===== src/rtl/adder_pkg.sv =====
// Shared definitions for the bit-serial adder controller: state encoding and default width.
package adder_pkg;

  localparam int DEFAULT_WIDTH = 8;

  typedef enum logic [1:0] {
    ST_IDLE = 2'd0,
    ST_RUN  = 2'd1,
    ST_DONE = 2'd2
  } state_t;

endpackage


===== src/rtl/bit_adder_slice.sv =====
// One-bit full-adder slice; the whole serial datapath reuses this single instance.
module bit_adder_slice (
  input  logic a,
  input  logic b,
  input  logic ci,
  output logic s,
  output logic co
);

  assign s  = a ^ b ^ ci;
  assign co = (a & b) | (ci & (a ^ b));

endmodule


===== src/rtl/serial_add_ctrl.sv =====
// Bit-serial add/subtract controller: one full-adder slice walked LSB-first over WIDTH cycles,
// with a start/busy/done handshake and registered sum, carry-out and signed overflow.
//
//   state   | meaning
//   --------+-----------------------------------------------------------
//   ST_IDLE | waiting for start; outputs hold the last result
//   ST_RUN  | one operand bit per cycle through the slice; busy high
//   ST_DONE | one-cycle done pulse; start here begins the next operation
module serial_add_ctrl
  import adder_pkg::*;
#(
  parameter int WIDTH = DEFAULT_WIDTH
) (
  input  logic             clk,
  input  logic             reset,
  input  logic             start,
  input  logic             sub,
  input  logic             cin,
  input  logic [WIDTH-1:0] a,
  input  logic [WIDTH-1:0] b,
  output logic             busy,
  output logic             done,
  output logic [WIDTH-1:0] sum,
  output logic             cout,
  output logic             overflow
);

  localparam int               CNT_W      = $clog2(WIDTH);
  localparam logic [CNT_W-1:0] CNT_LAST   = CNT_W'(WIDTH - 1);
  localparam logic [CNT_W-1:0] CNT_MSB_IN = CNT_W'(WIDTH - 2);

  state_t           r_state;
  logic [CNT_W-1:0] r_cnt;
  logic [WIDTH-1:0] r_op_a;
  logic [WIDTH-1:0] r_op_b;
  logic [WIDTH-1:0] r_sum;
  logic             r_carry;
  logic             r_carry_msb;
  logic             r_busy;
  logic             r_done;
  logic             r_cout;
  logic             r_ovf;

  logic             w_s;
  logic             w_co;

  bit_adder_slice u_slice (
    .a  (r_op_a[0]),
    .b  (r_op_b[0]),
    .ci (r_carry),
    .s  (w_s),
    .co (w_co)
  );

  always_ff @(posedge clk or posedge reset) begin
    if (reset) begin
      r_state     <= ST_IDLE;
      r_cnt       <= '0;
      r_op_a      <= '0;
      r_op_b      <= '0;
      r_sum       <= '0;
      r_carry     <= 1'b0;
      r_carry_msb <= 1'b0;
      r_busy      <= 1'b0;
      r_done      <= 1'b0;
      r_cout      <= 1'b0;
      r_ovf       <= 1'b0;
    end else begin
      case (r_state)
        ST_IDLE, ST_DONE: begin
          r_done <= 1'b0;
          if (start) begin
            // Subtraction is a + ~b + 1, so cin is deliberately ignored in sub mode.
            r_op_a  <= a;
            r_op_b  <= sub ? ~b : b;
            r_carry <= sub ? 1'b1 : cin;
            r_cnt   <= '0;
            r_sum   <= '0;
            r_cout  <= 1'b0;
            r_ovf   <= 1'b0;
            r_busy  <= 1'b1;
            r_state <= ST_RUN;
          end else begin
            r_busy  <= 1'b0;
            r_state <= ST_IDLE;
          end
        end

        ST_RUN: begin
          r_sum   <= {w_s, r_sum[WIDTH-1:1]};
          r_op_a  <= r_op_a >> 1;
          r_op_b  <= r_op_b >> 1;
          r_carry <= w_co;
          r_cnt   <= r_cnt + CNT_W'(1);
          if (r_cnt == CNT_MSB_IN) begin
            r_carry_msb <= w_co;
          end
          if (r_cnt == CNT_LAST) begin
            r_cout  <= w_co;
            r_ovf   <= r_carry_msb ^ w_co;
            r_busy  <= 1'b0;
            r_done  <= 1'b1;
            r_state <= ST_DONE;
          end
        end

        default: begin
          r_busy  <= 1'b0;
          r_done  <= 1'b0;
          r_state <= ST_IDLE;
        end
      endcase
    end
  end

  assign busy     = r_busy;
  assign done     = r_done;
  assign sum      = r_sum;
  assign cout     = r_cout;
  assign overflow = r_ovf;

endmodule


===== config.mk =====
export PLATFORM = sky130hd
export DESIGN_NAME = serial_add_ctrl
export DESIGN_NICKNAME = d
export VERILOG_FILES = /design/src/rtl/adder_pkg.sv /design/src/rtl/bit_adder_slice.sv /design/src/rtl/serial_add_ctrl.sv
export SDC_FILE = /design/constraint.sdc
export NUM_CORES = 1
export LEC_CHECK = 0
export BUFFER_PORTS_ARGS = -buffer_cell sky130_fd_sc_hd__buf_2
export CORE_MARGIN = 1
export CORE_UTILIZATION = 40
export CTS_CLUSTER_DIAMETER = 120
export DETAILED_ROUTE_END_ITERATION = 6
export PLACE_DENSITY = 0.7
export SYNTH_ARGS = -nofsm -noshare
export SYNTH_HDL_FRONTEND = slang
export SYNTH_SLANG_ARGS = --single-unit
export TNS_END_PERCENT = 50

===== constraint.sdc =====
create_clock -name clk -period 2.25 [get_ports clk]
set_input_delay 0.1125 -clock clk [delete_from_list [all_inputs] [get_ports clk]]
set_output_delay 0.1125 -clock clk [all_outputs]
set_load 0.01 [all_outputs]

# Word-level counts from Yosys, hierarchy flattened
# Index checks and enable logic that the tools add are counted.
# word_totals
regBits,35
inputBits,21
word_cells,56
# classes
n_addsub,1
eq_ne,6
mux,25
n_bitwise,7
n_reduce_logical,6
# ops
operator,count
8-bit case mux with 2 select lines,3
8-bit two-way mux,4
1-bit two-way mux,10
8-bit NOT,1
1-bit case mux with 2 select lines,4
3-bit equality test (second input constant),2
3-bit case mux with 2 select lines,1
2-bit != test (second input constant),2
2-bit case mux with 2 select lines,1
2-bit AND reduction,2
3-bit by 1-bit adder with 3-bit output (second input constant),1
3-bit two-way mux,1
3-bit AND reduction,1
1-bit bitwise XOR,3
1-bit bitwise AND,2
2-bit by 1-bit equality test with 1-bit output (second input constant),1
2-bit equality test (second input constant),1
2-bit zero test,1
2-bit two-way mux,1
2-bit nonzero test,1
2-bit OR reduction,1
1-bit OR,1

# Longest topological paths before layout
# Gate-level depths: netlist of run 1.
# logic_depth
word_depth,6
mapped_depth,5
mapped_depth_nobuf,5

# By module
# A second synthesis of run 1 with hierarchy kept.
# hier_totals
cells_unflattened,128
hier_area_um2,1510.2
# by_module_without_submodules
mod,n_inst,cells_per_inst,area_per_inst_um2
serial_add_ctrl,1,127,1490.2
bit_adder_slice,1,1,20.0

# Worst setup path before layout of run 1
# Ideal clock, no wire load.
# synth_timing
path_type,reg2reg
start,register r_carry
end,register r_carry
setup_ps,126
t_arrival_ps,1168
required_ps,2124
path_slack_ps,956
path_stages_with_launch,3
path_buffers,0
path_cell_list,dfrtp_1 > fa_1 > a221o_1
# synth_via
elab_chain_cells,3
# synth_rtl
item,line_no,rtl
from (decl),serial_add_ctrl.sv:37,logic r_carry;
from (signal assigned),serial_add_ctrl.sv:76,r_carry <= sub ? 1'b1 : cin;
from (signal assigned),serial_add_ctrl.sv:93,r_carry <= w_co;
1-bit bitwise AND,bit_adder_slice.sv:11,assign co = (a & b) | (ci & (a ^ b));
1-bit OR,bit_adder_slice.sv:11,
net u_slice.co,bit_adder_slice.sv:7,output logic co
1-bit case mux with 2 select lines,serial_add_ctrl.sv:69,case (r_state)
# The timed path passes the listed nets, and every way through them passes these cells.
# A chain may end at the register's enable or synchronous reset.

# Final worst setup path of run 1
# layout_timing
start,register r_state[0]
end,register r_op_b[3]
# layout_via
elab_chain_cells,4
elab_cells_between_ends,8
# layout_rtl
item,line_no,rtl
from (decl),serial_add_ctrl.sv:32,state_t r_state;
from (signal assigned),serial_add_ctrl.sv:57,r_state <= ST_IDLE;
from (signal assigned),serial_add_ctrl.sv:82,r_state <= ST_RUN;
from (signal assigned),serial_add_ctrl.sv:85,r_state <= ST_IDLE;
2-bit equality test / 2-bit zero test (equally long branches),serial_add_ctrl.sv:69,
2-bit OR reduction,serial_add_ctrl.sv:69,
2-bit != test (no line) / 2-bit nonzero test (equally long branches),n/a,
2-bit AND reduction (no line),n/a,
to (signal assigned),serial_add_ctrl.sv:75,r_op_b <= sub ? ~b : b;
to (signal assigned),serial_add_ctrl.sv:92,r_op_b <= r_op_b >> 1;
to (decl),serial_add_ctrl.sv:35,logic [WIDTH-1:0] r_op_b;
# Parallel ways exist; a longest one is shown, timed or not.

==> results.txt, run 1 <==
dfrtp_1 is the most common cell in the netlist. The arrival time at the worst endpoint came out at 1750 ps. The die covers 4010 µm². Of the post-synthesis cell area, the part taken by muxes is less than 1%. The count of state elements after synthesis came out at 34. The combined area of all synthesized cells came out at ~1500 µm². The total via count after detailed routing came out at 1105. The later pin in the worst-skew pair is clocked with a latency of 280 ps. The sequential area share after synthesis is between 50% and 60%. The critical path goes through nor2b_1 -> buf_4 -> nor2_2 -> a221o_1. The number of iterations in the first detailed-routing pass came out at 4. In the post-route analysis, the smallest setup slack over all paths is between 700 and 800 ps. The commonest cells after synthesis are 34 x dfrtp_1, 12 x nand3_1, 11 x a22o_1. The aggregate routed wire length is slightly below 3000 µm. The area of the placeable core came out at approximately 3500 µm². The critical path class is reg -> reg. The min-delay analysis places its worst path in the category in -> reg. The stage delay of the slowest cell on the critical path came out at 590 ps.

The number of setup buffers added after CTS is 0. Setup repair after global routing left no endpoint under its margin. The maximum clock path buffer count came out at 2. The nature of the critical path endpoint is a flop. Of all cell types, the one taking the most synthesized area is dfrtp_1. Dividing total power by cell area gives a power density of between 1000 and 1500 nW/µm². Of the total synthesized cell area, the portion taken by full adders, half adders and majority gates is 3.82%. Gates resized during post-CTS repair numbered 0. The number of failing hold endpoints at the final stage came out at 0. By area the synthesized netlist is led by dfrtp_1 57%, a22o_1 6.4%, a221o_1 5.3%, xnor2_1 4.7%, nand3_1 4.0%. The slew at the pin closest to its max-slew limit is 769 ps.

The unique cell type count in the Yosys netlist is 25. After synthesis, the largest family of logic cells by area is compound AO/OA/AOI/OAI gates. TritonCTS built the clock tree. Summing the areas of all compound-gate instances in the mapped netlist gives 17.3% of the synthesized area. Buffers inserted to repair hold after CTS numbered 1. The synthesis-to-finish area growth is 18.7%. The top fanout value on the critical path is 20. The count of flip-flops with a built-in enable after synthesis came out at 0. In the synthesized netlist the async set-or-reset flop fraction comes to 100%. The final HPWL from detailed placement came out at 2030 µm. The slowest stage of the critical path is the nor2_2 cell. The category of the worst setup path launch point is a flop. The required time of the worst setup path came out at 2460 ps. The DRC violation total after the first TritonRoute iteration is 97. The starting density of the core came out at 43.4%. The pin count of the biggest net entering global routing came out at 35. The DRC violation count after routing is 0. The post-synthesis share of cell area spent on and, or, nand and nor gates is between 10% and 20%.

The pre-CTS setup slack is just over 700 ps. The antenna cell count came out at 0. The number of global-route vias before repair came out at 1039. The clock period minus final worst setup slack came out at 1540 ps. The leakage power came out at 0.897 nW. Averaged over all synthesized cells, the footprint is 11.8 µm².

The top-level port count came out at 33. The height of the die came out at roughly 63 µm. Clock-pin slew was measured on the worst setup and hold paths at 60 ps. The tightest hold path in the finished design has a slack of 53.7 ps. The synthesized netlist net count came out at 153.

The warning count from the yosys run is 0. The initial antenna violation count is 0. The layout net count came out at 186. The floorplan has 21 rows.

The weighted congestion at the end of routability-driven global placement came out at 0.730. The root buffer cell is clkbuf_8. The wire length per cell after detailed routing came out at 14.0 µm.

For this run, the share of the core covered by cells in the final layout is approximately half. The peak supply drop came out at 0.539 mV. The via count normalized by instance count came out at 5.31.

The headroom to the max-slew limit came out at around half. The first global-routing pass estimated 4950 µm of wire. The number of buffers created by CTS came out at 5. The ratio of cells with drive above 1 in the final layout came out at 27.8%. The final critical path takes up between 60 and 70% of the cycle. The placed cell count is 199.

The fraction of synthesized cell area in xor and xnor cells is 5.24%. The H-tree depth is 2. Among all flip-flop cells after synthesis, the most frequent one is dfrtp_1. The fmax is 649 MHz. The final cell count without fillers came out at 208. The flow ran to the end, and the final reports show no timing, DRC or antenna violations. The overflow left after global routing came out at 0. The number of input and output port buffers inserted came out at 32. From left edge to right edge, the die measures roughly 63 µm.

The fraction of synthesized cell area taken by the top area cell type came out at approximately 57%. Synthesis handed over a netlist of 128 instances. Setup violations remaining at the end of the flow were counted as 0. The max-capacitance violation count is 0. The worst-case clock skew is 3.02 ps.

The total routing resource utilization after global routing is 16.4%. Summed over all failing endpoints, the final setup total negative slack is 0 ps. CTS saw 34 sinks. Once detail routing completed, the nets flagged for antenna violations numbered 0.

The final count of pins violating max slew came out at 0.
==> area by class of cell <==
class                           instances  area, µm²
Clock buffer                            7       86.3
Clock inverter                          1       5.00
Fill cell                             340       1680
Inverter                                4       15.0
Multi-Input combinational cell         80        579
Sequential cell                        34        851
Tap cell                               46       57.6
Timing Repair Buffer                   36        193
==> per-layer routing <==
metal  GRT usage (%)  share of wire, %  vias to the layer above  routed length, µm
li1                -                 -                      522                  -
met3            3.26               4.0                        5                117
met4            9.38               2.2                        0                 65
met5               0                 0                        -                  0
met2            24.5                49                       32               1420
met1            22.2                45                      546               1320
==> cell families (layout without fill, tap and decap cells) <==
logic type	after synthesis	count (layout)
AOI/OAI and AO/OA	31	31
xor gates and xnor gates	9	9
adders and majority gates	4	4
buffers and inverters	14	48
DFF	34	34
muxes	1	1
and+or+nand+nor	35	35
==> layout by cell type, fill, tap and decap left out, types with 3 or more instances in the layout <==
cell type   n
nand3_1    12
xnor2_1     8
nand2_1     8
a22oi_1     7
ha_1        3
a221o_1     8
inv_1       4
buf_4       3
o21ai_0     3
buf_2      32
nor2_1      9
a22o_1     11
dfrtp_1    34
clkbuf_8    6
==> sequential cells by signal, indices dropped and copies added, names as in the netlist <==
name         cells
r_cnt            3
sum              8
r_state          2
r_carry_msb      1
r_op_b           8
r_carry          1
busy             1
r_op_a           8
overflow         1
cout             1
==> stage by stage <==
step                power, mW  area (µm²)
finish                   2.47        1790
global route             2.67        1790
CTS                      2.49        1790
detailed placement       2.03        1690
global placement         1.97        1690
floorplan                1.79        1510
==> path summary, 6_finish.rpt <==
path,startpoint,endpoint,slack [ps],cells past startpoint
hold reg to reg,r_op_a[3]$_DFFE_PP0P_,r_op_a[3]$_DFFE_PP0P_,500,2
hold / removal,a[0],r_op_a[0]$_DFFE_PP0P_,50,3
setup / recovery,r_state[0]$_DFFE_PP0P_,r_op_b[3]$_DFFE_PP0P_,710,4
min in group asynchronous,reset,busy$_DFFE_PP0P_,470,4
setup reg to reg,r_state[0]$_DFFE_PP0P_,r_op_b[3]$_DFFE_PP0P_,710,4
max in group asynchronous,reset,r_cnt[2]$_DFFE_PP0P_,1480,4
==> report_power, final <==
part	switching [mW]	internal, mW	leakage (nW)
registers	0.192	0.887	0.433
clock network	0.202	0.246	0.0482
logic	0.494	0.445	0.417
==> worst max-delay path: cells and delay by family, from the launching register on <==
kind / cells / cell delay, ps
buffers and inverters: 1 / 160
AND/OR/NAND/NOR: 2 / 650
AO/OA/AOI/OAI: 1 / 270
flip-flops: 1 / 390
(Power assumes the default switching activity.)
==> run 2, diff against run 1 <==
Settings changed: PLACE_DENSITY 0.7 to 0.72.
Clock period 2.25 ns to 1.35 ns, I/O delays scaled along.
==> results.txt, run 2 (synthesis gave the netlist of run 1 again) <==
The DRC violation total after the first TritonRoute iteration came out at 49 (-49%). The initial antenna violation count came out at 0 (unchanged). The hold path depth is 3 (unchanged).

The worst-case clock skew came out at 4.54 ps (+1.52 ps). The maximum clock path buffer count came out at 2 (unchanged). The wire length per cell after detailed routing came out at 13.3 µm (-5.1%).

The number of buffers created by CTS came to 5 (unchanged). The total of endpoints with negative setup slack in the final report is 0 (unchanged). The top-level port count came out at 33 (unchanged). In the layout the commonest cells are 34 x dfrtp_1, 32 x buf_2, 12 x nand3_1.

The area of the placeable core came out at 3470 µm² (unchanged). The weighted congestion at the end of routability-driven global placement is 0.743 (+1.7%). The layout net count was 197 (+5.9%).

The reg-to-reg endpoint is r_carry$_DFFE_PP0P_. Leaving out fill and tap cells, the most frequent cell in the layout is dfrtp_1. The number of cell instances on the worst register-to-register path is 2 (-2). The synthesis-to-finish area growth is 28.3%. The class of the most critical hold timing path is in -> reg. The total power per unit cell area came out at 2330 nW/µm² (+69%). The final count of pins violating max slew came out at 0 (unchanged). The number of routed nets with antenna violations came out at 0 (unchanged). The number of global-route vias before repair is 1108 (+6.6%). The total via count after detailed routing is 1148 (+3.9%).

The clock insertion delay at the later pin of the skew report came to 290 ps (about the same). The clock sink count came to 34 (unchanged). The antenna cell count came to 0 (unchanged).

The root buffer cell is clkbuf_8. The DRC violation count after routing came out at 0 (unchanged). The top fanout value on the critical path came out at 4 (-80%).

The height of the die is 63.3 µm (unchanged). The setup slack on the worst flop-to-flop path is 60 ps (-650 ps). The max-capacitance violation count came out at 0 (unchanged). The total routing resource utilization after global routing came out at 16.4% (-0.045 points). The fmax is 776 MHz (+19%). The number of failing hold endpoints at the final stage is 0 (unchanged). The number of iterations in the first detailed-routing pass came out at 4 (unchanged). STA classifies the critical path endpoint as a flop.

The hold path startpoint is a[4]. The worst slack on hold paths is 3.11 ps (-50.6 ps). The ratio of cells with drive above 1 in the final layout is 31.8% (+4.0 points). The headroom to the max-slew limit is 71.7% (+23 points).

By startpoint and endpoint, the worst setup path is classified as reg -> reg. The run finished with clean final reports. The period utilization was 95.5% (+27 points). The die area was 4010 µm² (unchanged). The post-layout worst setup margin is 61.2 ps (-649 ps).

The via count normalized by instance count is 5.24 (-1.3%). The pin count of the biggest net entering global routing came out at 35 (unchanged). The category of the worst setup path launch point is a flop. The number of input and output port buffers inserted is 32 (unchanged).

The wire length of the first global-routing pass came out at 5070 µm (+2.5%). The peak supply drop is 0.927 mV (+72%). The worst hold path terminates at r_op_a[4]$_DFFE_PP0P_. The overflow left after global routing is 0 (unchanged).

The leakage power came out at 0.955 nW (+6.4%). The arrival time at the worst endpoint came out at 1460 ps (-290 ps). The H-tree depth came out at 2 (unchanged).

The final HPWL from detailed placement came out at 2080 µm (+2.5%). The floorplan die width came to 63.3 µm (unchanged). The total power is 4.51 mW (+83%). The clock edge transition at the registers on the reported setup and hold paths came out at 70 ps (about the same). TritonCTS built the clock tree.

The aggregate routed wire length came out at 2920 µm (about the same). The beginning of the worst register-to-register path is r_carry$_DFFE_PP0P_. Setup repair after global routing could not meet its margin everywhere.

The clock period minus final worst setup slack is 1290 ps (-251 ps). The pre-CTS setup slack came out at -9.57 ps (-723 ps). The required time of the worst setup path is 1530 ps (-930 ps). The slew at the pin closest to its max-slew limit is 424 ps (-345 ps). The starting density of the core came out at 43.4% (unchanged). The number of cell rows is 21 (unchanged).

The total of fill cells in the finished design came out at 310 (-8.8%).
## run 2: cell type report
cell class | instances | area (µm²) | area share (%)
clock inverters | 3 | 45.0 | 2.33
clock buffers | 5 | 68.8 | 3.56
flip-flops and latches | 34 | 851 | 44.0
inverters | 4 | 15.0 | 0.777
repair buffers | 47 | 310 | 16.1
multi-input cells | 80 | 584 | 30.2
well taps | 46 | 57.6 | 2.98
## run 2: worst max path at each step
stage,start,end,cells after the start
floorplan,r_carry$_DFFE_PP0P_,r_carry$_DFFE_PP0P_,2
global placement,r_carry$_DFFE_PP0P_,r_carry$_DFFE_PP0P_,2
detailed placement,r_carry$_DFFE_PP0P_,r_carry$_DFFE_PP0P_,2
CTS,r_cnt[1]$_DFFE_PP0P_,overflow$_DFFE_PP0P_,5
global route,r_state[0]$_DFFE_PP0P_,r_op_b[5]$_DFFE_PP0P_,4
finish,r_carry$_DFFE_PP0P_,r_carry$_DFFE_PP0P_,2
## run 2: report_power, final
| part | leakage [nW] | internal, mW | switching (mW) |
|---|---|---|---|
| sequential | 0.433 | 1.48 | 0.310 |
| clock | 0.0504 | 0.549 | 0.381 |
| combinational | 0.472 | 0.926 | 0.864 |
| total | 0.955 | 2.95 | 1.56 |
## run 2: layer usage
metal / vias up / global-route usage (%) / part of all wire, %
li1: 544 / - / -
met1: 560 / 20.4 / 44
met2: 36 / 26.2 / 48
met3: 8 / 3.99 / 5.1
met4: 0 / 8.52 / 2.7
met5: - / 0 / 0
## run 2: timing repair
action | in CTS | in global routing
resized for setup | 1 | 1
hold endpoints to repair | 38 | 0
endpoints found under the setup margin | 1 | 4
hold buffers | 5 | 0
buffers inserted | 0 | 1
## run 2: stage by stage
| step | TNS [ps] | util, % | cell area [µm²] | instances |
|---|---|---|---|---|
| final | 0 | 55.7 | 1930 | 219 |
| after global routing | -11.4 | 55.7 | 1930 | 219 |
| after CTS | 0 | 55.4 | 1920 | 218 |
| after detailed placement | -9.57 | 50.6 | 1760 | 205 |
| after global placement | 0 | 50.6 | 1760 | 205 |
| after floorplan | 0 | - | 1510 | 128 |
## run 2: worst max-delay path: stages, from the launching register on
cell and delay, ps:
dfrtp_1 410, fa_2 440, a221o_1 320
